### config.mk
export PLATFORM = sky130hd
export DESIGN_NAME = ex_mem_stage
export DESIGN_NICKNAME = d
export VERILOG_FILES = /design/src/rtl/ex_mem_stage.sv
export SDC_FILE = /design/constraint.sdc
export NUM_CORES = 1
export LEC_CHECK = 0
export ABC_CLOCK_PERIOD_IN_PS = 7270
export CORE_MARGIN = 5
export CORE_UTILIZATION = 24
export DETAILED_ROUTE_END_ITERATION = 12
export PLACE_DENSITY = 0.51
export REMOVE_ABC_BUFFERS = 1
export SLEW_MARGIN = 30
export SYNTH_ARGS = -nofsm -noshare
export SYNTH_HDL_FRONTEND = slang
export SYNTH_SLANG_ARGS = --single-unit
### constraint.sdc
create_clock -name clk -period 7.27 [get_ports clk]
set_input_delay 1.454 -clock clk [delete_from_list [all_inputs] [get_ports clk]]
set_output_delay 1.454 -clock clk [all_outputs]
set_load 0.05 [all_outputs]
### src/rtl/ex_mem_stage.sv
// EX stage with EX/MEM pipeline register: single-cycle ALU, branch/jump resolution,
// and a 32-step shift-add multiplier that stalls the front end while it runs.
module ex_mem_stage (
  input  logic        clk,
  input  logic        reset,
  input  logic        enable,
  input  logic        flush,
  input  logic [5:0]  ALUOp,
  input  logic        RegDst,
  input  logic        ALUSrc,
  input  logic        RegWrite,
  input  logic        MemRead,
  input  logic        MemWrite,
  input  logic        MemtoReg,
  input  logic        Branch,
  input  logic        Jump,
  input  logic        Jal,
  input  logic [31:0] ReadData1,
  input  logic [31:0] ReadData2,
  input  logic [31:0] SignExtendOutput,
  input  logic [31:0] Add_4,
  input  logic [31:0] JumpAddress,
  input  logic [4:0]  EX_Ins_A,
  input  logic [4:0]  EX_Ins_B,
  input  logic [4:0]  shamt,
  output logic        stall,
  output logic [31:0] ALUResult_Out,
  output logic [31:0] WriteData_Out,
  output logic [4:0]  WriteReg_Out,
  output logic        RegWrite_Out,
  output logic        MemRead_Out,
  output logic        MemWrite_Out,
  output logic        MemtoReg_Out,
  output logic        BranchTaken_Out,
  output logic        Jump_Out,
  output logic [31:0] BranchTarget_Out,
  output logic [31:0] JumpAddress_Out
);

  localparam int unsigned DW  = 32;
  localparam int unsigned RW  = 5;
  localparam int unsigned OPW = 6;
  localparam logic [OPW-1:0] OP_MUL   = OPW'(10);
  localparam logic [RW-1:0]  LINK_REG = RW'(31);
  localparam logic [RW-1:0]  LAST_CNT = RW'(31);

  typedef enum logic [1:0] {IDLE, BUSY, DONE} state_e;

  typedef struct packed {
    logic [DW-1:0] alu;
    logic [DW-1:0] wdata;
    logic [RW-1:0] wreg;
    logic          regwrite;
    logic          memread;
    logic          memwrite;
    logic          memtoreg;
    logic          btaken;
    logic          jump;
    logic [DW-1:0] btarget;
    logic [DW-1:0] jaddr;
  } exmem_t;

  state_e        state_q, state_d;
  logic [RW-1:0] cnt_q, cnt_d;
  logic [DW-1:0] acc_q, acc_d, mcand_q, mcand_d, mplier_q, mplier_d;
  exmem_t        exmem_q, exmem_d, held_q, held_d, norm_c, bubble_c;
  logic [DW-1:0] op_b_c, alu_c;

  // Single-cycle datapath result for the instruction currently in EX
  always_comb begin
    op_b_c = ALUSrc ? SignExtendOutput : ReadData2;
    alu_c  = '0;
    case (ALUOp)
      OPW'(0): alu_c = ReadData1 + op_b_c;
      OPW'(1): alu_c = ReadData1 - op_b_c;
      OPW'(2): alu_c = ReadData1 & op_b_c;
      OPW'(3): alu_c = ReadData1 | op_b_c;
      OPW'(4): alu_c = ReadData1 ^ op_b_c;
      OPW'(5): alu_c = ~(ReadData1 | op_b_c);
      OPW'(6): alu_c = DW'($signed(ReadData1) < $signed(op_b_c));
      OPW'(7): alu_c = op_b_c << shamt;
      OPW'(8): alu_c = op_b_c >> shamt;
      OPW'(9): alu_c = op_b_c << 16;
      default: alu_c = '0;
    endcase
    norm_c.alu      = Jal ? Add_4 : alu_c;
    norm_c.wdata    = ReadData2;
    norm_c.wreg     = Jal ? LINK_REG : (RegDst ? EX_Ins_B : EX_Ins_A);
    norm_c.regwrite = RegWrite;
    norm_c.memread  = MemRead;
    norm_c.memwrite = MemWrite;
    norm_c.memtoreg = MemtoReg;
    norm_c.btaken   = Branch & (ReadData1 == ReadData2);
    norm_c.jump     = Jump;
    norm_c.btarget  = Add_4 + (SignExtendOutput << 2);
    norm_c.jaddr    = JumpAddress;
  end

  // Multiply FSM and EX/MEM next-state; enable gates everything, then flush, then the FSM
  always_comb begin
    state_d  = state_q;
    cnt_d    = cnt_q;
    acc_d    = acc_q;
    mcand_d  = mcand_q;
    mplier_d = mplier_q;
    held_d   = held_q;
    exmem_d  = exmem_q;

    bubble_c          = exmem_q;
    bubble_c.regwrite = 1'b0;
    bubble_c.memread  = 1'b0;
    bubble_c.memwrite = 1'b0;
    bubble_c.memtoreg = 1'b0;
    bubble_c.btaken   = 1'b0;
    bubble_c.jump     = 1'b0;

    stall = reset && !(enable && flush) &&
            ((state_q == BUSY) || (state_q == IDLE && ALUOp == OP_MUL && enable));

    if (enable) begin
      if (flush) begin
        state_d = IDLE;
        exmem_d = bubble_c;
      end else begin
        case (state_q)
          IDLE: begin
            if (ALUOp == OP_MUL) begin
              state_d  = BUSY;
              cnt_d    = '0;
              acc_d    = '0;
              mcand_d  = ReadData1;
              mplier_d = op_b_c;
              held_d   = norm_c;
              exmem_d  = bubble_c;
            end else begin
              exmem_d = norm_c;
            end
          end
          BUSY: begin
            acc_d    = acc_q + (mplier_q[0] ? mcand_q : DW'(0));
            mcand_d  = mcand_q << 1;
            mplier_d = mplier_q >> 1;
            cnt_d    = cnt_q + RW'(1);
            exmem_d  = bubble_c;
            if (cnt_q == LAST_CNT) state_d = DONE;
          end
          DONE: begin
            exmem_d     = held_q;
            exmem_d.alu = acc_q;
            state_d     = IDLE;
          end
          default: state_d = IDLE;
        endcase
      end
    end
  end

  always_ff @(posedge clk or negedge reset) begin
    if (!reset) begin
      state_q  <= IDLE;
      cnt_q    <= '0;
      acc_q    <= '0;
      mcand_q  <= '0;
      mplier_q <= '0;
      held_q   <= '0;
      exmem_q  <= '0;
    end else begin
      state_q  <= state_d;
      cnt_q    <= cnt_d;
      acc_q    <= acc_d;
      mcand_q  <= mcand_d;
      mplier_q <= mplier_d;
      held_q   <= held_d;
      exmem_q  <= exmem_d;
    end
  end

  assign ALUResult_Out    = exmem_q.alu;
  assign WriteData_Out    = exmem_q.wdata;
  assign WriteReg_Out     = exmem_q.wreg;
  assign RegWrite_Out     = exmem_q.regwrite;
  assign MemRead_Out      = exmem_q.memread;
  assign MemWrite_Out     = exmem_q.memwrite;
  assign MemtoReg_Out     = exmem_q.memtoreg;
  assign BranchTaken_Out  = exmem_q.btaken;
  assign Jump_Out         = exmem_q.jump;
  assign BranchTarget_Out = exmem_q.btarget;
  assign JumpAddress_Out  = exmem_q.jaddr;

endmodule

After elaboration in Yosys (flattened, before gate mapping)
Index checks and enable logic that the tools add are counted.
{"block": "totals", "ff_bits": 349, "word_cells": 97, "output_inout_bits": 140}
{"block": "op_classes", "magnitude_cmp": 1, "add_sub_neg": 5, "mux": 21, "bitwise_logic": 7, "reduce_logical": 17, "n_eq_ne": 18, "shifts": 2}
{"operator": "139-bit case mux with 3 select lines", "count": 1}
{"operator": "32-bit case mux with 10 select lines", "count": 1}
{"operator": "32-bit 2-to-1 mux", "count": 6}
{"operator": "32-bit case mux with 2 select lines", "count": 3}
{"operator": "139-bit 2-to-1 mux", "count": 1}
{"operator": "32-bit adder", "count": 3}
{"operator": "70-bit 2-to-1 mux", "count": 1}
{"operator": "32-bit bitwise AND", "count": 1}
{"operator": "32-bit == test", "count": 1}
{"operator": "32-bit less-than comparator", "count": 1}
{"operator": "32-bit inverter", "count": 1}
{"operator": "32-bit OR", "count": 1}
{"operator": "32-bit by 5-bit << shifter with 32-bit output", "count": 1}
{"operator": "32-bit by 5-bit >> shifter with 32-bit output", "count": 1}
{"operator": "32-bit subtractor", "count": 1}
{"operator": "32-bit bitwise XOR", "count": 1}
{"operator": "6-bit by 3-bit == test with 1-bit output, second input constant", "count": 4}
{"operator": "6-bit by 4-bit == test with 1-bit output, second input constant", "count": 3}
{"operator": "5-bit 2-to-1 mux", "count": 3}
{"operator": "6-bit by 2-bit == test with 1-bit output, second input constant", "count": 2}
{"operator": "5-bit case mux with 2 select lines", "count": 1}
{"operator": "4-bit AND reduction", "count": 2}
{"operator": "6-bit by 1-bit == test with 1-bit output, second input constant", "count": 1}
{"operator": "6-bit logical NOT", "count": 1}
{"operator": "other kinds (20)", "count": 29}

Longest topological paths before layout
{"block": "depth", "depth_word": 8, "ltp_mapped": 19, "depth_no_buf": 16}

Worst setup path before layout
OpenSTA, ideal clock, no wires.
{"block": "synth_path", "path_kind": "input to register", "startpoint": "input port ALUSrc", "endpoint": "register exmem_q, in the netlist ALUResult_Out[28]", "t_required_ns": 7.145, "t_arrival_ns": 5.403, "slack_ns": 1.742, "cell_stages": 18, "cell_sequence": "buf_6 > buf_6 > buf_2 > mux2i_1 > inv_1 > ha_1 > fa_1 > a21o_1 > and4_1 > nor4_2 > o31a_2 > o21bai_1 > a21o_1 > a311o_1 > a311o_1 > xnor2_1 > a21oi_1 > a21oi_1"}
{"block": "synth_between", "elab_chain_len": 7, "word_cells_on_any_way": 13, "cone_classes": "2 x add/sub; 2 x shift; 5 x mux; 4 x bitwise"}
{"element": "start, declared", "line_no": "10", "rtl": "input logic ALUSrc,"}
{"element": "32-bit 2-to-1 mux (*)", "line_no": "71", "rtl": "op_b_c = ALUSrc ? SignExtendOutput : ReadData2;"}
{"element": "parallel branches: the longest is 2 deep, another holds 32-bit subtractor"}
{"element": "32-bit case mux with 10 select lines (*)", "line_no": "73", "rtl": "case (ALUOp)"}
{"element": "32-bit 2-to-1 mux (*)", "line_no": "86", "rtl": "norm_c.alu = Jal ? Add_4 : alu_c;"}
{"element": "139-bit 2-to-1 mux (*)", "line_no": "127", "rtl": "if (ALUOp == OP_MUL) begin"}
{"element": "139-bit case mux with 3 select lines (*)", "line_no": "125", "rtl": "case (state_q)"}
{"element": "end signal, assigned", "line_no": "174", "rtl": "exmem_q <= exmem_d;"}
{"element": "end, declared", "line_no": "66", "rtl": "exmem_t exmem_q, exmem_d, held_q, held_d, norm_c, bubble_c;"}
Every way passes the cells marked *. The select of a mux whose other input is x is not followed.
A chain may end at the register's enable or synchronous reset.

Final worst setup path
{"block": "layout_path", "startpoint": "input port ALUOp[2]", "endpoint": "output port stall"}
{"block": "layout_between", "elab_chain_len": 5}
{"element": "start, declared", "line_no": "8", "rtl": "input logic [5:0] ALUOp,"}
{"element": "6-bit by 4-bit == test with 1-bit output", "line_no": "118", "rtl": "((state_q == BUSY) || (state_q == IDLE && ALUOp == OP_MUL && enable));"}
{"element": "1-bit logical AND (2 in series)", "line_no": "118"}
{"element": "1-bit logical OR", "line_no": "118"}
{"element": "1-bit logical AND", "line_no": "117", "rtl": "stall = reset && !(enable && flush) &&"}
{"element": "end, declared", "line_no": "26", "rtl": "output logic stall,"}
No other way between the ends.

==> qor.yml <==
worst_path_most_repeated_cell: "clkdlybuf4s50_1"
grt_pass1_wl_um: 193100
hold_bufs_inserted_after_cts: 0
post_drt_via_cell_ratio: 5.498
synth_area_sq_mm: 0.02725
postCtsResizedCells: 0
crit_path_time_final_ps: 6066
r2r_end: "acc_q[30]"
most_used_layer_global_route: "met2"
ios: 334
routed_wl_um: 135400
htree_levels: 2
fraction_of_synthesized_cell_area_taken_by_the_top_area_cell_type_pct: 32.05
gr-total-overflow: 0
die_height_um: 347.0
cts_setup_buffers: 0
cts_buffer_depth: 3
critical_path.cell_chain: "clkdlybuf4s50_1 > nor4b_2 > nor2b_1 > and2_1 > a21oi_1 > nor2_1 > clkdlybuf4s50_1"
outcome: "complete, no violations"
whs_path_depth: 2
dr.pass1.iters: 6
drt_iter0_markers: 3590
postSynthAreaPerCell_sq_um: 8.105
unrepaired_setup_endpoints_after_global_routing: "no"
tritoncts_buffers: 45
floorplan.die_area_sq_mm: 0.1204
totalNegativeSetupSlack_ps: 0
grt_pass1_vias: 26350
routedWlPerCell_um: 26.46
detail_route.drc_violations: 0
hold_class: "register to register"
layout-drive-gt1-share_pct: 6.972
clkTransAtPathRegs_ps: 60
number_of_storage_elements_in_the_synthesis_netlist: 349
timing.setup.critical_path_class: "input pin to primary output"
vias: 28120
yosys.cell_count.top_type: "nand2_1"
edff_count_synth: 0
timing.final.crit_share_pct: 83.44
dp_wirelength_um: 101800
critical-path-top-delay-family: "simple AND/OR/NAND/NOR gates"
route.antenna.remaining_nets: 0
worst_pin_slew_ps: 1048
grt_use_total_pct: 21.33
critical_path_depth: 7
cap_viol_max_count: 0
crit-reg2reg-launch: "mplier_q[0]"
setup_viol_count_final: 0
layout.nets: 3930
timing.critical_path.to_type: "primary output"
worstPathMaxFanout: 7
critPathLaunchType: "input pin"
launch_instance_of_the_worst_min_delay_path: "held_q[49]"
grt_util_met2_pct: 31.01
fp.coreArea_sq_mm: 0.1127
postSynthCellCount: 3362
die_w_um: 347.0
static-leakage-power_nw: 14.41
pin_count_of_the_biggest_net_entering_global_routing: 140
cts.sinks: 349
worst-endpoint-required_ps: 5820
regToRegSetupSlack_ps: 2870
netlist_top_cells_count: "592 x nand2_1, 405 x nor2_1, 349 x dfrtp_1, 209 x a21oi_1, 194 x clkbuf_1"
met3_usage_pct: 7.063
max-slew-margin-rel_pct: 29.36
path_buf_inv: 2
sequential_element_share_of_the_synthesized_area_pct: 32.05
power.density_cell_area_mw_per_mm2: 260.2
critical_path_top_delay_cell: "clkdlybuf4s50_1"
port-buffer-count: 333
antenna_found_initial: 33
critical_path.max_stage_delay_ps: 830
final-seq-area_sq_mm: 0.008735
initial_core_util_pct: 24.19
ys.warnings.count: 0
power.ir.vdd_worst_mv: 0.1812
worst-endpoint-arrival_ps: 4610
ys_top_cells_by_area: "dfrtp_1 32%, nand2_1 8.2%, ha_1 7.6%"
synthArstFlopShare_pct: 100.0
worstRegToRegCells: 14
fin_worst_skew_ps: 26.98
flow.area_growth_from_synthesis_pct: 24.08
netlist-cell-type-count: 82
gp_routability_congestion: 1.021
multi_input_area_sq_mm: 0.01725
report.power.total_mw: 8.799
cp-startpoint: "ALUOp[2]"
clock-root-buffer: "clkbuf_16"
synth_top_area_cell: "dfrtp_1"
final_hold_viol_count: 0
crit_path_end: "stall"
slew_viol_final: 0
max_freq_ghz: 0.1649
synthFlopType: "dfrtp_1"
fillCellCount: 12070
clock_insertion_delay_worst_skew_ps: 630
tritoncts: "yes"
standard_cell_row_count: 123
global_route.usage.met1_pct: 30.05
[worst min-delay path by stage]
stage | end | slack, ps
2_1_floorplan | held_q[60] | 440
3_3_place_gp | held_q[49] | 450
3_5_place_dp | held_q[62] | 460
4_1_cts | held_q[62] | 480
5_1_grt | held_q[13] | 490
6_report | held_q[49] | 470
[state kept, by name, indices dropped and copies added, names as in the netlist]
| name | flops |
|---|---|
| Jump_Out | 1 |
| BranchTarget_Out | 32 |
| ALUResult_Out | 32 |
| state_q | 2 |
| BranchTaken_Out | 1 |
| JumpAddress_Out | 32 |
| mplier_q | 32 |
| WriteReg_Out | 5 |
| MemWrite_Out | 1 |
| RegWrite_Out | 1 |
| MemRead_Out | 1 |
| acc_q | 32 |
| held_q | 107 |
| MemtoReg_Out | 1 |
| cnt_q | 5 |
| mcand_q | 32 |
| WriteData_Out | 32 |
[worst min-delay path: stages, from the launching register on]
cell and delay (ps):
dfrtp_1 340, nand2_1 50, nand2_1 50
[per-stage QoR]
step                      instances  utilization [%]  worst slack (ps)  cell area [sq um]  hold slack [ps]
final                          5115            30.01              1204              33810            472.9
after global routing           5105            29.99              1049              33790            492.5
after CTS                      5100            29.98              1270              33770            476.6
after detailed placement       5020            28.62              1200              32240            460.7
after global placement         5019            28.59              1293              32210            449.9
after floorplan                3115                -            -789.1              26270            438.7
[logic make-up (layout without fill, tap and decap cells)]
family          count (synthesis)  count (layout)  synth area share [%]
flops                         349             349                 32.05
other cells                     0              15                     0
fa+ha+maj                     169             169                 7.870
mux                           144             144                 7.425
buf+inv                       352             590                 5.060
xor+xnor                       98              98                 3.150
simple gates                 1293            1293                 20.04
compound gates                957             957                 24.41
[metal layers]
layer | up-vias | share of wire, % | wire (um)
met5 | - | 0.15 | 207
met4 | 32 | 3.5 | 4692
met3 | 247 | 11 | 14600
met2 | 1410 | 42 | 56350
met1 | 13800 | 44 | 59500
li1 | 12640 | - | -
[cell usage in the layout (no fill, tap or decap), types with 28 or more instances in the layout]
master and count:
nand2_1 590, nor2_1 401, dfrtp_1 348, clkdlybuf4s50_1 327
a21oi_1 209, o21ai_0 178, ha_1 164, a221oi_1 132
nand3_1 104, inv_1 102, mux2i_1 84, o311ai_0 70
xnor2_1 68, buf_4 65, mux4_2 45, clkbuf_16 45
a21o_1 44, nor3_1 40, and2_1 37, o211ai_1 32
xor2_1 30, a211oi_1 28, o21bai_1 28
[area by class of cell]
type / instances / area share [%]
Timing Repair Buffer: 405 / 11.77
Multi-Input combinational cell: 2661 / 51.03
Clock buffer: 61 / 3.804
Inverter: 105 / 1.166
Antenna cell: 15 / 0.1110
Clock inverter: 19 / 0.7438
Sequential cell: 349 / 25.83
Tap cell: 1500 / 5.551
[where the power goes]
group          switching (mW)  internal (mW)
registers               0.265           2.34
logic                    2.58           1.23
clock network           0.995           1.39
total                    3.84           4.96
Note: power is estimated with default switching activity, not from simulation.
